$ cat config.mk
export PLATFORM = sky130hd
export DESIGN_NAME = local_wr_arbiter_flat
export DESIGN_NICKNAME = d
export VERILOG_FILES = /design/src/rtl/local_wr_arbiter_if.sv /design/src/rtl/local_wr_arbiter.sv /design/src/flat_wrapper.sv
export SDC_FILE = /design/constraint.sdc
export NUM_CORES = 1
export LEC_CHECK = 0
export CAP_MARGIN = 30
export CORE_AREA = 5 5 364 366
export CTS_CLUSTER_DIAMETER = 100
export CTS_CLUSTER_SIZE = 24
export DETAILED_ROUTE_END_ITERATION = 7
export DIE_AREA = 0 0 369 371
export GPL_TIMING_DRIVEN = 0
export PLACE_DENSITY = 0.3
export SKIP_CTS_REPAIR_TIMING = 1
export SLEW_MARGIN = 20
export SYNTH_ARGS = -nofsm -noshare
export SYNTH_HDL_FRONTEND = slang
export SYNTH_SLANG_ARGS = --single-unit
$ cat constraint.sdc
create_clock -name clk -period 2.55 [get_ports clk]
set_input_delay 0.6375 -clock clk [delete_from_list [all_inputs] [get_ports clk]]
set_output_delay 0.6375 -clock clk [all_outputs]
set_load 0.05 [all_outputs]
$ cat src/rtl/local_wr_arbiter_if.sv
// Write-beat bundle shared by the per-port AXI write slaves, the round-robin
// arbiter and the single local memory write port.
interface local_wr_arbiter_if #(
  parameter int NREQ  = 4,
  parameter int IDWID = 8
);
  logic [NREQ-1:0]       req_wr;
  logic [NREQ-1:0]       req_last;
  logic [NREQ*32-1:0]    req_addr;
  logic [NREQ*128-1:0]   req_wdata;
  logic [NREQ*16-1:0]    req_wstrb;
  logic [NREQ*IDWID-1:0] req_wid;
  logic [NREQ-1:0]       req_wr_ok;
  logic [NREQ-1:0]       req_wr_error;

  logic                  mem_wr;
  logic                  mem_last;
  logic [31:0]           mem_addr;
  logic [127:0]          mem_wdata;
  logic [15:0]           mem_wstrb;
  logic [IDWID-1:0]      mem_wid;
  logic                  mem_wr_ok;
  logic                  mem_wr_error;

  logic [NREQ-1:0]       grant;
  logic                  busy;
  logic                  timeout_err;

  // Arbiter view.
  modport master (
    input  req_wr, req_last, req_addr, req_wdata, req_wstrb, req_wid,
    input  mem_wr_ok, mem_wr_error,
    output req_wr_ok, req_wr_error,
    output mem_wr, mem_last, mem_addr, mem_wdata, mem_wstrb, mem_wid,
    output grant, busy, timeout_err
  );

  // Environment view (requesters plus memory).
  modport slave (
    output req_wr, req_last, req_addr, req_wdata, req_wstrb, req_wid,
    output mem_wr_ok, mem_wr_error,
    input  req_wr_ok, req_wr_error,
    input  mem_wr, mem_last, mem_addr, mem_wdata, mem_wstrb, mem_wid,
    input  grant, busy, timeout_err
  );
endinterface

$ cat src/rtl/local_wr_arbiter.sv
// Round-robin, burst-locked arbiter muxing NREQ write requesters onto one
// local memory write port. Optional stall timeout: define ARB_TIMEOUT_EN.
module local_wr_arbiter #(
  parameter int NREQ  = 4,
  parameter int IDWID = 8,
  parameter int TMO   = 256
) (
  input  logic               clk,
  input  logic               rst_n,
  local_wr_arbiter_if.master bus
);
  localparam int IW = (NREQ > 1) ? $clog2(NREQ) : 1;

  typedef enum logic {IDLE, LOCKED} state_t;

  state_t          r_state;
  logic [IW-1:0]   r_g;
  logic [IW-1:0]   r_ptr;
  logic [NREQ-1:0] r_grant;
  logic            r_busy;

  logic [IW-1:0]   w_pick;
  logic            w_any;
  logic [IW:0]     w_idx;
  logic [IW-1:0]   w_g_next;
  logic            w_locked;
  logic            w_req_g;
  logic            w_xfer;
  logic            w_end;

  // First requester at or after the pointer, wrapping modulo NREQ.
  always_comb begin
    w_pick = r_ptr;
    w_any  = 1'b0;
    w_idx  = '0;
    for (int k = 0; k < NREQ; k++) begin
      w_idx = {1'b0, r_ptr} + (IW+1)'(k);
      if (w_idx >= (IW+1)'(NREQ)) w_idx = w_idx - (IW+1)'(NREQ);
      if (!w_any && bus.req_wr[w_idx[IW-1:0]]) begin
        w_any  = 1'b1;
        w_pick = w_idx[IW-1:0];
      end
    end
  end

  assign w_g_next = (r_g == IW'(NREQ-1)) ? '0 : r_g + 1'b1;
  assign w_locked = (r_state == LOCKED);
  assign w_req_g  = w_locked & bus.req_wr[r_g];
  assign w_xfer   = w_req_g & bus.mem_wr_ok;
  assign w_end    = w_xfer & bus.req_last[r_g];

  always_comb begin
    bus.mem_wr       = w_req_g;
    bus.mem_last     = 1'b0;
    bus.mem_addr     = '0;
    bus.mem_wdata    = '0;
    bus.mem_wstrb    = '0;
    bus.mem_wid      = '0;
    bus.req_wr_ok    = '0;
    bus.req_wr_error = '0;
    if (w_locked) begin
      bus.mem_last          = bus.req_last[r_g];
      bus.mem_addr          = bus.req_addr[32*r_g +: 32];
      bus.mem_wdata         = bus.req_wdata[128*r_g +: 128];
      bus.mem_wstrb         = bus.req_wstrb[16*r_g +: 16];
      bus.mem_wid           = bus.req_wid[IDWID*r_g +: IDWID];
      bus.req_wr_ok[r_g]    = w_xfer;
      bus.req_wr_error[r_g] = w_xfer & bus.mem_wr_error;
    end
  end

`ifdef ARB_TIMEOUT_EN
  localparam int CW = $clog2(TMO) + 1;
  logic [CW-1:0] r_cnt;
  logic          r_tmo;
`endif

  always_ff @(posedge clk) begin
    if (!rst_n) begin
      r_state <= IDLE;
      r_g     <= '0;
      r_ptr   <= '0;
      r_grant <= '0;
      r_busy  <= 1'b0;
`ifdef ARB_TIMEOUT_EN
      r_cnt   <= '0;
      r_tmo   <= 1'b0;
`endif
    end else begin
`ifdef ARB_TIMEOUT_EN
      r_tmo <= 1'b0;
`endif
      case (r_state)
        IDLE: begin
`ifdef ARB_TIMEOUT_EN
          r_cnt <= '0;
`endif
          if (w_any) begin
            r_g     <= w_pick;
            r_grant <= {{(NREQ-1){1'b0}}, 1'b1} << w_pick;
            r_busy  <= 1'b1;
            r_state <= LOCKED;
          end
        end
        LOCKED: begin
          if (w_end) begin
            r_ptr   <= w_g_next;
            r_grant <= '0;
            r_busy  <= 1'b0;
            r_state <= IDLE;
          end
`ifdef ARB_TIMEOUT_EN
          // Stall counter only runs while the owner has no beat to offer.
          else if (!w_req_g && (r_cnt == CW'(TMO-1))) begin
            r_ptr   <= w_g_next;
            r_grant <= '0;
            r_busy  <= 1'b0;
            r_tmo   <= 1'b1;
            r_cnt   <= '0;
            r_state <= IDLE;
          end else if (!w_req_g) begin
            r_cnt <= r_cnt + 1'b1;
          end else begin
            r_cnt <= '0;
          end
`endif
        end
        default: r_state <= IDLE;
      endcase
    end
  end

  assign bus.grant = r_grant;
  assign bus.busy  = r_busy;
`ifdef ARB_TIMEOUT_EN
  assign bus.timeout_err = r_tmo;
`else
  assign bus.timeout_err = (TMO < 0);
`endif
endmodule

$ cat src/flat_wrapper.sv
// flat-port wrapper written by rule: the top's interface ports become plain ports
module local_wr_arbiter_flat 
#(
  parameter int NREQ  = 4,
  parameter int IDWID = 8,
  parameter int TMO   = 256
)
  (clk, rst_n, bus_req_wr, bus_req_last, bus_req_addr, bus_req_wdata, bus_req_wstrb, bus_req_wid, bus_mem_wr_ok, bus_mem_wr_error, bus_req_wr_ok, bus_req_wr_error, bus_mem_wr, bus_mem_last, bus_mem_addr, bus_mem_wdata, bus_mem_wstrb, bus_mem_wid, bus_grant, bus_busy, bus_timeout_err);
  local_wr_arbiter_if #(.NREQ(NREQ), .IDWID(IDWID)) bus_i ();
  input  logic clk;
  input  logic rst_n;
  input wire logic [$bits(bus_i.req_wr)-1:0] bus_req_wr;
  input wire logic [$bits(bus_i.req_last)-1:0] bus_req_last;
  input wire logic [$bits(bus_i.req_addr)-1:0] bus_req_addr;
  input wire logic [$bits(bus_i.req_wdata)-1:0] bus_req_wdata;
  input wire logic [$bits(bus_i.req_wstrb)-1:0] bus_req_wstrb;
  input wire logic [$bits(bus_i.req_wid)-1:0] bus_req_wid;
  input wire logic [$bits(bus_i.mem_wr_ok)-1:0] bus_mem_wr_ok;
  input wire logic [$bits(bus_i.mem_wr_error)-1:0] bus_mem_wr_error;
  output wire logic [$bits(bus_i.req_wr_ok)-1:0] bus_req_wr_ok;
  output wire logic [$bits(bus_i.req_wr_error)-1:0] bus_req_wr_error;
  output wire logic [$bits(bus_i.mem_wr)-1:0] bus_mem_wr;
  output wire logic [$bits(bus_i.mem_last)-1:0] bus_mem_last;
  output wire logic [$bits(bus_i.mem_addr)-1:0] bus_mem_addr;
  output wire logic [$bits(bus_i.mem_wdata)-1:0] bus_mem_wdata;
  output wire logic [$bits(bus_i.mem_wstrb)-1:0] bus_mem_wstrb;
  output wire logic [$bits(bus_i.mem_wid)-1:0] bus_mem_wid;
  output wire logic [$bits(bus_i.grant)-1:0] bus_grant;
  output wire logic [$bits(bus_i.busy)-1:0] bus_busy;
  output wire logic [$bits(bus_i.timeout_err)-1:0] bus_timeout_err;
  assign bus_i.req_wr = bus_req_wr;
  assign bus_i.req_last = bus_req_last;
  assign bus_i.req_addr = bus_req_addr;
  assign bus_i.req_wdata = bus_req_wdata;
  assign bus_i.req_wstrb = bus_req_wstrb;
  assign bus_i.req_wid = bus_req_wid;
  assign bus_i.mem_wr_ok = bus_mem_wr_ok;
  assign bus_i.mem_wr_error = bus_mem_wr_error;
  assign bus_req_wr_ok = bus_i.req_wr_ok;
  assign bus_req_wr_error = bus_i.req_wr_error;
  assign bus_mem_wr = bus_i.mem_wr;
  assign bus_mem_last = bus_i.mem_last;
  assign bus_mem_addr = bus_i.mem_addr;
  assign bus_mem_wdata = bus_i.mem_wdata;
  assign bus_mem_wstrb = bus_i.mem_wstrb;
  assign bus_mem_wid = bus_i.mem_wid;
  assign bus_grant = bus_i.grant;
  assign bus_busy = bus_i.busy;
  assign bus_timeout_err = bus_i.timeout_err;
  local_wr_arbiter #(.NREQ(NREQ), .IDWID(IDWID), .TMO(TMO)) u_core (.clk(clk), .rst_n(rst_n), .bus(bus_i));
endmodule
==> flow_summary.json <==
{
  "run_status": "finished with violations",
  "failed_checks": "negative setup slack",
  "max-slew-margin-rel_pct": 52.93,
  "grt_pass1_vias": 10640,
  "dominant_register_cell_in_the_synthesized_netlist": "sky130_fd_sc_hd__dfxtp_1",
  "ys_top_cells_by_count": "190 x sky130_fd_sc_hd__and2_1, 186 x sky130_fd_sc_hd__mux4_2, 37 x sky130_fd_sc_hd__clkbuf_1",
  "route.antenna.remaining_nets": 0,
  "core_area_sq_mm": 0.1288,
  "switching_share_pct": 46.56,
  "synth_cell_types": 29,
  "vias_per_cell": 3.079,
  "setup_violations": 182,
  "synthesis.nets": 1262,
  "cp_max_fo": 8,
  "initial_core_utilization_pct": 4.837,
  "clkPwrFrac_pct": 5.6,
  "grt_max_degree": 11,
  "timing.clock.skew_ps": 5.395,
  "final.period_utilization_pct": 111.4,
  "clock_latency_late_sink_ps": 230,
  "ys_async_sr_fraction_pct": 0,
  "seq_area_frac_synth_pct": 3.213,
  "share_seq_of_total_power_pct": 3.7,
  "utilization_pct": 14.64,
  "worst_min_path_class": "reg -> reg",
  "die_span_y_um": 371,
  "hold_viol": 0,
  "synth.top_cells.by_area": "sky130_fd_sc_hd__mux4_2 67%, sky130_fd_sc_hd__and2_1 19%, sky130_fd_sc_hd__dfxtp_1 3.2%",
  "wl_um": 98610,
  "cellLeakagePower_nw": 6.897,
  "initialDrtViolationCount": 578,
  "chipWidth_um": 369,
  "cell_internal_pwr_mw": 2.600,
  "detailroute.via_count": 9782,
  "yosys.area.top_type_share_pct": 67.23,
  "clock_tree.root_cell": "sky130_fd_sc_hd__clkbuf_16",
  "clock_tree.htree_level_count": 1,
  "tritoncts.num_buffers": 3,
  "finalWeightedCongestion": 0.9610,
  "netlist_area_sq_mm": 0.006231,
  "detail_route.drc_violations": 0,
  "grt_setup_unrepaired": "yes",
  "vdd_drop_max_uv": 122.0,
  "finish.net_count": 2245,
  "clkTransAtPathRegs_ps": 40,
  "count_of_warnings_emitted_by_yosys": 0,
  "synth_most_common_cell": "sky130_fd_sc_hd__and2_1",
  "max_freq_mhz": 352.0,
  "final_critical_path_setup_slack_ps": -290.8,
  "drt_pre_antenna_iters": 5,
  "maxSlewViolCount": 0,
  "initial_antenna_violation_count": 67,
  "grt_pass1_wl_um": 118600,
  "combPwrFrac_pct": 90.7,
  "gr-usage-all-layers_pct": 13.20,
  "synth_area_per_cell_sq_um": 12.22,
  "worst_margin_pin_slew_ps": 703.9,
  "gr-total-overflow": 0,
  "cts_tree": "built",
  "worstPathRequired_ps": 1910,
  "clock_sink_count": 10,
  "worstSetupPathType": "reg -> out",
  "port_buffers": 946,
  "synth_cells": 510,
  "drive_above_1_share_pct": 35.14,
  "standard_cell_row_count": 132,
  "dp_hpwl_um": 89240,
  "syn2layout_area_growth_pct": 202.8,
  "dieArea_sq_mm": 0.1369,
  "post_synth_edffs": 0,
  "cellPowerDensity_mw_per_mm2": 257.9,
  "synthDominantAreaCellType": "sky130_fd_sc_hd__mux4_2",
  "crit_path_start_kind": "register",
  "max-cap-violations": 0,
  "worst-endpoint-arrival_ps": 2200,
  "fin_total_pwr_mw": 4.866,
  "clock_tree.buffer_depth": 2,
  "postSynthRegisterBits": 10,
  "wire_per_inst_um": 31.04,
  "io-pin-count": 948,
  "netSwitchingPower_mw": 2.266,
  "timing.critical_path.to_type": "primary output",
  "fin_crit_ps": 2841
}
==> worst max-delay path, cell delays in order, from the launching register on <==
cell and delay, ps:
sky130_fd_sc_hd__dfxtp_4 350, sky130_fd_sc_hd__buf_12 150, sky130_fd_sc_hd__buf_12 150, sky130_fd_sc_hd__buf_16 160
sky130_fd_sc_hd__buf_12 140, sky130_fd_sc_hd__mux4_2 610, sky130_fd_sc_hd__and2_4 210, sky130_fd_sc_hd__buf_6 150
==> cell families after synthesis <==
group	share of synthesized area [%]
other	0.06018
buffers and inverters	4.799
flip-flops	3.213
AO/OA/AOI/OAI	1.707
adder cells (fa/ha/maj)	0.8032
multiplexers	67.39
AND/OR/NAND/NOR	22.03
==> metal layers <==
layer | wire length (um) | part of all wire [%] | vias up | track usage, %
met5 | 233 | 0.24 | - | 0
met4 | 704 | 0.71 | 34 | 0.5679
met3 | 11060 | 11 | 94 | 6.335
met2 | 50920 | 52 | 654 | 24.21
met1 | 35690 | 36 | 4936 | 14.50
li1 | - | - | 4064 | -
==> final cells by class <==
type | count | area, sq um
sequential | 10 | 209.0
multi-input combinational | 432 | 5907
clock buffer | 3 | 75.07
tap | 1675 | 2096
fill | 14540 | 110000
buffer | 64 | 728.2
timing repair buffer | 979 | 9812
inverter | 3 | 11.26
antenna | 11 | 27.53
==> cell usage in the layout, fill, tap and decap left out, types with 2 or more instances in the layout <==
master | netlist | final
sky130_fd_sc_hd__dfxtp_4 | 0 | 2
sky130_fd_sc_hd__a21boi_1 | 2 | 2
sky130_fd_sc_hd__clkbuf_4 | 0 | 12
sky130_fd_sc_hd__buf_8 | 0 | 12
sky130_fd_sc_hd__and2_4 | 0 | 54
sky130_fd_sc_hd__dfxtp_1 | 10 | 7
sky130_fd_sc_hd__a21boi_0 | 5 | 5
sky130_fd_sc_hd__or3_1 | 3 | 3
sky130_fd_sc_hd__a21oi_1 | 4 | 4
sky130_fd_sc_hd__and2_1 | 190 | 133
sky130_fd_sc_hd__diode_2 | 0 | 11
sky130_fd_sc_hd__mux4_2 | 186 | 186
sky130_fd_sc_hd__buf_2 | 20 | 62
sky130_fd_sc_hd__and3_4 | 0 | 6
sky130_fd_sc_hd__buf_4 | 4 | 63
sky130_fd_sc_hd__o21ai_0 | 2 | 2
sky130_fd_sc_hd__dlymetal6s2s_1 | 0 | 35
sky130_fd_sc_hd__and2_2 | 0 | 3
sky130_fd_sc_hd__clkbuf_2 | 0 | 21
sky130_fd_sc_hd__nor2_1 | 2 | 2
sky130_fd_sc_hd__ha_1 | 4 | 4
sky130_fd_sc_hd__clkbuf_16 | 0 | 11
sky130_fd_sc_hd__nor2b_1 | 5 | 5
sky130_fd_sc_hd__nand2_1 | 8 | 8
sky130_fd_sc_hd__buf_16 | 0 | 7
sky130_fd_sc_hd__nand3_1 | 4 | 4
sky130_fd_sc_hd__nand2b_1 | 2 | 2
sky130_fd_sc_hd__buf_6 | 0 | 52
sky130_fd_sc_hd__clkdlybuf4s50_1 | 0 | 730
sky130_fd_sc_hd__clkbuf_1 | 37 | 10
sky130_fd_sc_hd__inv_1 | 3 | 3
sky130_fd_sc_hd__buf_12 | 0 | 31
==> registers in the layout (all words and copies together) (netlist names) <==
| register | flops |
|---|---|
| u_core.r_state | 1 |
| u_core.bus.grant | 4 |
| u_core.bus.busy | 1 |
| u_core.r_g | 2 |
| u_core.r_ptr | 2 |
==> stage by stage <==
step / setup WS, ps / setup TNS, ps / cell area [sq um] / cells / hold WS (ps)
floorplan: 29.67 / 0 / 6231 / 510 / 449.3
global placement: -2141 / -307000 / 17800 / 3131 / 462.7
detailed placement: -1805 / -246150 / 17870 / 3136 / 464.0
CTS: -2061 / -295310 / 17940 / 3139 / 467.6
global route: -341.9 / -42560 / 18840 / 3168 / 491.8
finish: -290.8 / -28870 / 18870 / 3177 / 459.9
==> power groups by stage <==
stage / Clock (mW) / Combinational (mW) / Sequential (mW)
2_1_floorplan: 0 / 1.84 / 0.191
3_3_place_gp: 0 / 4.23 / 0.175
3_5_place_dp: 0 / 4.23 / 0.175
4_1_cts: 0.276 / 4.25 / 0.172
5_1_grt: 0.285 / 4.64 / 0.184
6_report: 0.271 / 4.41 / 0.181
==> worst paths after layout <==
| path | startpoint | to | slack, ps | cells past startpoint |
|---|---|---|---|---|
| max | u_core.r_g[0] | bus_mem_wdata[99] | -290 | 7 |
| min reg2reg | u_core.bus.grant[0] | u_core.bus.grant[0] | 460 | 2 |
| min | u_core.bus.grant[0] | u_core.bus.grant[0] | 460 | 2 |
| max reg2reg | u_core.r_g[0] | u_core.r_ptr[1] | 370 | 9 |
No activity file was read; power rests on OpenSTA's default activity.
